==> config.mk <==
export PLATFORM = sky130hd
export DESIGN_NAME = ue14500_sequencer
export DESIGN_NICKNAME = d
export VERILOG_FILES = /design/src/rtl/ue14500_sequencer_pkg.sv /design/src/rtl/ue14500_sequencer.sv
export SDC_FILE = /design/constraint.sdc
export NUM_CORES = 1
export LEC_CHECK = 0
export BUFFER_PORTS_ARGS = -buffer_cell sky130_fd_sc_hd__buf_2
export CELL_PAD_IN_SITES_DETAIL_PLACEMENT = 0
export CELL_PAD_IN_SITES_GLOBAL_PLACEMENT = 1
export CORE_UTILIZATION = 30
export DETAILED_ROUTE_END_ITERATION = 8
export PLACE_DENSITY_LB_ADDON = 0.1
export SETUP_SLACK_MARGIN = 0.05
export SLEW_MARGIN = 20
export SYNTH_ARGS = -nofsm -noshare
export SYNTH_HDL_FRONTEND = slang
export SYNTH_SLANG_ARGS = --single-unit
==> constraint.sdc <==
create_clock -name clk -period 2.74 [get_ports clk]
set_input_delay 0.411 -clock clk [delete_from_list [all_inputs] [get_ports clk]]
set_output_delay 0.411 -clock clk [all_outputs]
set_load 0.005 [all_outputs]
==> src/rtl/ue14500_sequencer_pkg.sv <==
// Shared opcode constants and sequencer state encoding for the UE14500 core family.
package ue14500_sequencer_pkg;

  localparam logic [3:0] OP_NOPO = 4'h0;
  localparam logic [3:0] OP_JMP  = 4'hC;
  localparam logic [3:0] OP_RTN  = 4'hD;
  localparam logic [3:0] OP_SKZ  = 4'hE;
  localparam logic [3:0] OP_NOPF = 4'hF;

  typedef enum logic [1:0] {
    ST_HALT  = 2'd0,
    ST_FETCH = 2'd1,
    ST_TGT   = 2'd2,
    ST_EXEC  = 2'd3
  } state_e;

endpackage

==> src/rtl/ue14500_sequencer.sv <==
// Program sequencer: owns the PC, fetches words over req/ack and strobes the core once per instruction.
// Two cycles per instruction with zero-wait memory; fetch waits indefinitely for mem_ack.
module ue14500_sequencer
  import ue14500_sequencer_pkg::*;
#(
  parameter int            AW       = 8,
  parameter logic [AW-1:0] RESET_PC = '0
) (
  input  logic          clk,
  input  logic          rst_n,
  input  logic          run,
  input  logic          step,
  output logic          halted,
  output logic [AW-1:0] pc,
  output logic          mem_req,
  output logic [AW-1:0] mem_addr,
  input  logic          mem_ack,
  input  logic [7:0]    mem_data,
  output logic          core_en,
  output logic [3:0]    core_instr,
  output logic [3:0]    core_addr,
  input  logic          core_rr,
  output logic          flg0,
  output logic          flgf
);

  state_e        state_q, state_d;
  logic [AW-1:0] pc_q, pc_d;
  logic [7:0]    ir_q, ir_d;
  logic          step_mode_q, step_mode_d;
  logic [AW-1:0] pc_inc;
  logic          cont;

  assign pc_inc = pc_q + AW'(1);
  // Free-running only while run is held and we did not enter via a single step.
  assign cont   = run & ~step_mode_q;

  always_ff @(posedge clk or negedge rst_n) begin
    if (!rst_n) begin
      state_q     <= ST_HALT;
      pc_q        <= RESET_PC;
      ir_q        <= '0;
      step_mode_q <= 1'b0;
    end else begin
      state_q     <= state_d;
      pc_q        <= pc_d;
      ir_q        <= ir_d;
      step_mode_q <= step_mode_d;
    end
  end

  always_comb begin
    state_d     = state_q;
    pc_d        = pc_q;
    ir_d        = ir_q;
    step_mode_d = step_mode_q;
    mem_req     = 1'b0;
    core_en     = 1'b0;
    flg0        = 1'b0;
    flgf        = 1'b0;
    case (state_q)
      ST_HALT: begin
        if (run) begin
          state_d     = ST_FETCH;
          step_mode_d = 1'b0;
        end else if (step) begin
          state_d     = ST_FETCH;
          step_mode_d = 1'b1;
        end
      end
      ST_FETCH: begin
        mem_req = 1'b1;
        if (mem_ack) begin
          ir_d    = mem_data;
          pc_d    = pc_inc;
          state_d = (mem_data[7:4] == OP_JMP) ? ST_TGT : ST_EXEC;
        end
      end
      ST_TGT: begin
        mem_req = 1'b1;
        if (mem_ack) begin
          pc_d    = mem_data[AW-1:0];
          state_d = cont ? ST_FETCH : ST_HALT;
        end
      end
      default: begin
        core_en = 1'b1;
        case (ir_q[7:4])
          OP_RTN:  pc_d = pc_inc;
          OP_SKZ:  if (!core_rr) pc_d = pc_inc;
          OP_NOPF: flgf = 1'b1;
          OP_NOPO: flg0 = 1'b1;
          default: ;
        endcase
        state_d = (cont && ir_q[7:4] != OP_NOPF) ? ST_FETCH : ST_HALT;
      end
    endcase
    if (state_d == ST_HALT) step_mode_d = 1'b0;
  end

  assign halted     = (state_q == ST_HALT);
  assign pc         = pc_q;
  assign mem_addr   = mem_req ? pc_q : '0;
  assign core_instr = core_en ? ir_q[7:4] : 4'h0;
  assign core_addr  = core_en ? ir_q[3:0] : 4'h0;

endmodule

==> results of run 1 <==
==> cells by family (layout without fill, tap and decap cells) <==
family | Yosys count | after routing | synth area share (%)
muxes | 11 | 11 | 9.63
buffers and inverters | 12 | 54 | 4.86
DFF | 19 | 19 | 36.2
and+or+nand+nor | 51 | 51 | 23.5
adders and majority gates | 5 | 5 | 4.77
xor gates and xnor gates | 1 | 1 | 0.667
AOI/OAI and AO/OA | 32 | 32 | 20.3
==> state kept, by name, summed over array words and instances (netlist names) <==
name	flops
ir_q	8
pc	8
state_q	2
step_mode_q	1
==> layout by cell type, fill, tap and decap left out, drive strengths merged <==
master and count:
nand3 1, dfrtp 19, a21oi 6, mux2 10
and3 4, and2 18, o211ai 2, ha 5
or4 1, buf 44, nor2b 2, inv 6
clkbuf 4, a221o 1, mux2i 1, a31oi 3
xnor2 1, nand2 7, nand4 2, or3 1
o21ai 5, a21o 1, nand4b 4, o31a 2
a211oi 1, o221a 4, o41ai 1, nor2 6
nor4bb 1, nor3b 1, a41oi 6, nor3 3
==> per-layer routing <==
layer / track usage [%] / part of all wire, % / wire [microns]
met4: 3.91 / 0.66 / 22
met5: 0 / 0 / 0
met1: 20.6 / 48 / 1600
met2: 25.6 / 47 / 1580
met3: 3.33 / 4.2 / 139
==> power by group through the flow <==
stage	registers (W)	logic [W]	clock network, W
2_1_floorplan	0.000502	0.000664	0
3_3_place_gp	0.000531	0.000921	0
3_5_place_dp	0.000538	0.000923	0
5_1_grt	0.000555	0.00103	0.000215
4_1_cts	0.000532	0.000929	0.000208
6_report	0.000530	0.000918	0.000203
==> per-stage QoR <==
step | setup slack (ns) | hold WS (ns) | instances | cell area, sq um
after floorplan | 0.825 | 0.115 | 131 | 1310
after global routing | 0.416 | 0.135 | 223 | 1600
after detailed placement | 0.524 | 0.396 | 219 | 1560
after global placement | 0.624 | 0.387 | 219 | 1560
after CTS | 0.490 | 0.108 | 223 | 1600
final | 0.521 | 0.0923 | 223 | 1600
==> worst min path at each step <==
stage | to | slack, ns | depth (start not counted)
finish | step_mode_q | 0.09 | 1
global route | step_mode_q | 0.13 | 1
CTS | step_mode_q | 0.11 | 1
detailed placement | step_mode_q | 0.40 | 1
global placement | step_mode_q | 0.39 | 1
floorplan | ir_q[0] | 0.12 | 0
==> area by class of cell <==
class,count,share of cell area [%]
flip-flops and latches,19,29.6
multi-input cells,100,48.2
well taps,50,3.90
inverters,6,1.40
clock buffers,4,2.81
repair buffers,44,14.0
==> worst max-delay path, cell delays in order, from the launching register on <==
cell and delay [ns]:
dfrtp_1 0.41, inv_1 0.08, ha_1 0.28, o41ai_4 0.59, and2_1 0.41, mux2_4 0.33
==> qor.yml, run 1 <==
status:
  status: "completed"
floorplanning:
  dieArea_sq_um: 4640
  initial_core_util_pct: 32.1
  die_height_microns: 68.1
  coreArea_sq_um: 4090
  num_rows: 23
  ios: 43
  die_w_microns: 68.1
route:
  drt_pass1_iterations: 4
  via_count: 1161
  drc: 0
  ant_nets: 0
  finalWirelength_microns: 3340
  dr.first_iter.drc_count: 43
  via_per_inst: 5.21
  wl_per_cell_microns: 15.0
global_route:
  grt_pass1_vias: 1083
  grtUsageTotal_pct: 15.6
  grt-ovfl-total: 0
  grt_max_degree: 21
  grt_pass1_wl_microns: 5360
  antenna_found_initial: 0
synth:
  yosysUniqueCellTypes: 40
  yosys.area.top_type: "dfrtp_1"
  yosysMostFrequentCell: "dfrtp_1"
  async_flop_share_pct: 100
  synth-edff-count: 0
  syn-num-nets: 150
  syn_area_per_cell_sq_um: 10.0
  synth-seq-area-share_pct: 36.2
  yosys-top-cells-count: "dfrtp_1, and2_1, mux2_2"
  yosys-top-cells-area: "dfrtp_1, and2_1, mux2_2"
  yosysTopAreaCellShare_pct: 36.2
  syn_area_sq_um: 1310
  synthFlopType: "dfrtp_1"
  synthCells: 131
  ys_ff_latch: 19
  synth_warnings: 0
cts:
  htreeDepth: 1
  cts-buffers-inserted: 3
  cts.reportedPaths.clkPinSlew_ns: 0.07
  cts_tree: "done"
  cts_hold_buf: 0
  cts.sinks: 19
  clockBufferDepth: 2
  clock-root-buffer: "clkbuf_8"
  cts_setup_buffers: 0
  worstSkewPairLatency_ns: 0.26
  cts_resized: 0
sta:
  finalHoldViolCount: 0
  max_slew_margin_pct: 64.0
  fin_crit_sh_pct: 81.0
  finalSetupTns_ns: 0
  setup_viol_count_final: 0
  fin_crit_ns: 2.22
  tightest_slew_ns: 0.539
  slew_viol_final: 0
  finClkSkew_ns: 0.00110
  rsz0062_at_grt: "no"
  fmax_mhz: 451
worst_setup_path:
  r2r_start: "state_q[1]"
  worstSetupStartpointType: "flop"
  reg2reg_slack_ns: 0.52
  cp_max_fo: 8
  criticalPathCategory: "reg2reg"
  worstSetupEndpointType: "flop"
  r2r-end: "pc[0]"
  crit_path_start: "state_q[1]"
  cp.required_ns: 2.89
  rr_worst_depth: 5
  arrival_ns: 2.37
  crit_path_end: "pc[0]"
placement:
  post-dp-hpwl_microns: 2440
  port_buffers: 42
  gp_congestion: 0.769
cells_and_area:
  area_growth_pct: 22.2
  ff_latch_area_sq_um: 475
  final_nets: 193
  finish.utilization_pct: 39.3
  multiInputGateArea_sq_um: 773
  fillers: 436
  drive_above_1_share_pct: 37.0
  antenna_cells: 0
power_and_ir_drop:
  switchingPower_w: 0.000707
  seq_power_share_pct: 32.1
  internal_power_w: 0.000945
  powerDensity_nw_per_um2: 1030
  total_power_w: 0.00165
  p_leak_nw: 0.768
  vdd_drop_max_mv: 0.426
  clkPwrFrac_pct: 12.3
  swShare_pct: 42.8
  pwr-share-comb_pct: 55.6
flow_run:
  cap_violations: 0
min_path:
  min_path_type: "in2async"
Power figures use the tool's default switching activity.
==> run 2, diff against run 1 <==
Clock period 2.74 ns to 2.2 ns, I/O delays scaled along.
==> qor.yml, run 2 (synthesis gave the netlist of run 1 again) <==
worst_setup_path:
  cp.required_ns: 2.35  # -0.54 ns
  criticalPathCategory: "reg2reg"
  cp_max_fo: 8  # unchanged
  worstSetupEndpointType: "flop"
  arrival_ns: 2.17  # -0.20 ns
  worstSetupStartpointType: "flop"
floorplanning:
  die_height_microns: 68.1  # unchanged
  dieArea_sq_um: 4640  # unchanged
  initial_core_util_pct: 32.1  # unchanged
  ios: 43  # unchanged
  die_w_microns: 68.1  # unchanged
  num_rows: 23  # unchanged
  coreArea_sq_um: 4090  # unchanged
power_and_ir_drop:
  pwr-share-comb_pct: 56.2  # +0.6 points
  swShare_pct: 42.4  # -0.39 points
  p_leak_nw: 0.777  # +1.2%
  vdd_drop_max_mv: 0.451  # +5.9%
  internal_power_w: 0.00120  # +27%
  clkPwrFrac_pct: 12.3  # about the same
  seq_power_share_pct: 31.5  # -0.6 points
  switchingPower_w: 0.000886  # +25%
  powerDensity_nw_per_um2: 1290  # +25%
min_path:
  min_path_type: "in2async"
placement:
  dp_slack_ns: 0.194  # -0.330 ns
  post-dp-hpwl_microns: 2530  # +4.1%
  port_buffers: 42  # unchanged
  gp_congestion: 0.735  # -4.3%
sta:
  setup_viol_count_final: 0  # unchanged
  tightest_slew_ns: 0.454  # -0.0847 ns
  slew_viol_final: 0  # unchanged
  finalHoldViolCount: 0  # unchanged
  finClkSkew_ns: 0.00383  # +0.00273 ns
  fin_crit_ns: 2.01  # -0.205 ns
  max_slew_margin_pct: 69.7  # +5.8 points
  fin_crit_sh_pct: 91.6  # +11 points
  setup_ws_ns: 0.186  # -0.335 ns
  rsz0062_at_grt: "no"
  fmax_mhz: 496  # +10%
  finalSetupTns_ns: 0  # unchanged
global_route:
  grt-ovfl-total: 0  # unchanged
  grt_pass1_vias: 1089  # +0.55%
  antenna_found_initial: 0  # unchanged
  grtUsageTotal_pct: 16.3  # +0.73 points
  grt_max_degree: 20  # -4.8%
  grt_pass1_wl_microns: 5560  # +3.7%
cells_and_area:
  area_growth_pct: 23.6
  final_cell_mix: "buf_2, dfrtp_1, and2_1"
  antenna_cells: 0  # unchanged
  drive_above_1_share_pct: 38.3  # +1.3 points
  final_common_cell: "buf_2"
  final_nets: 195  # +1.0%
cts:
  cts-buffers-inserted: 3  # unchanged
  cts_tree: "done"
  clock-root-buffer: "clkbuf_8"
  cts_setup_buffers: 0  # unchanged
  clockBufferDepth: 2  # unchanged
  cts.sinks: 19  # unchanged
  cts.reportedPaths.clkPinSlew_ns: 0.08  # about the same
  worstSkewPairLatency_ns: 0.26  # about the same
  htreeDepth: 1  # unchanged
  cts_resized: 0  # unchanged
  cts_hold_buf: 0  # unchanged
route:
  wl_per_cell_microns: 14.9  # -0.24%
  via_count: 1167  # +0.52%
  drc: 0  # unchanged
  drt_pass1_iterations: 4  # unchanged
  dr.first_iter.drc_count: 70  # +63%
  finalWirelength_microns: 3360  # +0.66%
  via_per_inst: 5.19  # -0.38%
  ant_nets: 0  # unchanged
status:
  status: "completed"
flow_run:
  cap_violations: 0  # unchanged
[run 2: cell count changes in the layout (fill, tap and decap cells not counted), sizes merged]
cell,previous run,this run
buf,44,46
clkbuf,4,3
clkinvlp,0,1
[run 2: layout make-up]
type	instances	area, sq um
Tap cell	50	62.6
Timing Repair Buffer	46	240
Fill cell	429	2460
Clock inverter	1	7.51
Multi-Input combinational cell	100	773
Inverter	6	22.5
Sequential cell	19	475
Clock buffer	3	41.3
[run 2: final timing paths]
check	startpoint	end	slack, ns	depth (start not counted)
worst max-delay path	state_q[0]	pc[0]	0.19	5
worst max register to register	state_q[0]	pc[0]	0.19	5
worst min-delay path	rst_n	pc[3]	0.008	1
worst min register to register	ir_q[0]	ir_q[0]	0.51	1
min in group clk	mem_data[0]	ir_q[0]	0.32	2
max in group asynchronous	rst_n	pc[4]	1.88	1
[run 2: critical path, stage by stage (launching register included)]
cell and delay [ns]:
dfrtp_1 0.43, inv_1 0.09, ha_1 0.28, o41ai_4 0.39, and2_1 0.38, mux2_4 0.33
[run 2: metrics by stage]
step,power (W),instance area (sq um),hold slack (ns),utilization [%],std cells
detailed placement,0.00186,1570,0.316,38.5,221
CTS,0.00213,1620,0.0221,39.7,225
finish,0.00209,1620,0.00833,39.7,225
global route,0.00231,1620,0.0457,39.7,225
global placement,0.00184,1570,0.311,38.5,221
floorplan,0.00145,1310,0.0344,-,131
[run 2: routing by layer]
layer	track usage (%)	vias up	wire [microns]
li1	-	579	-
met1	22.1	557	1570
met2	26.2	29	1640
met3	3.50	2	129
met4	3.91	0	22
met5	0	-	0
[run 2: power groups by stage]
stage	clock network (W)	registers, W	logic [W]
floorplan	0	0.000626	0.000827
global placement	0	0.000658	0.00119
detailed placement	0	0.000665	0.00119
CTS	0.000271	0.000658	0.00120
global route	0.000285	0.000686	0.00134
finish	0.000257	0.000658	0.00118
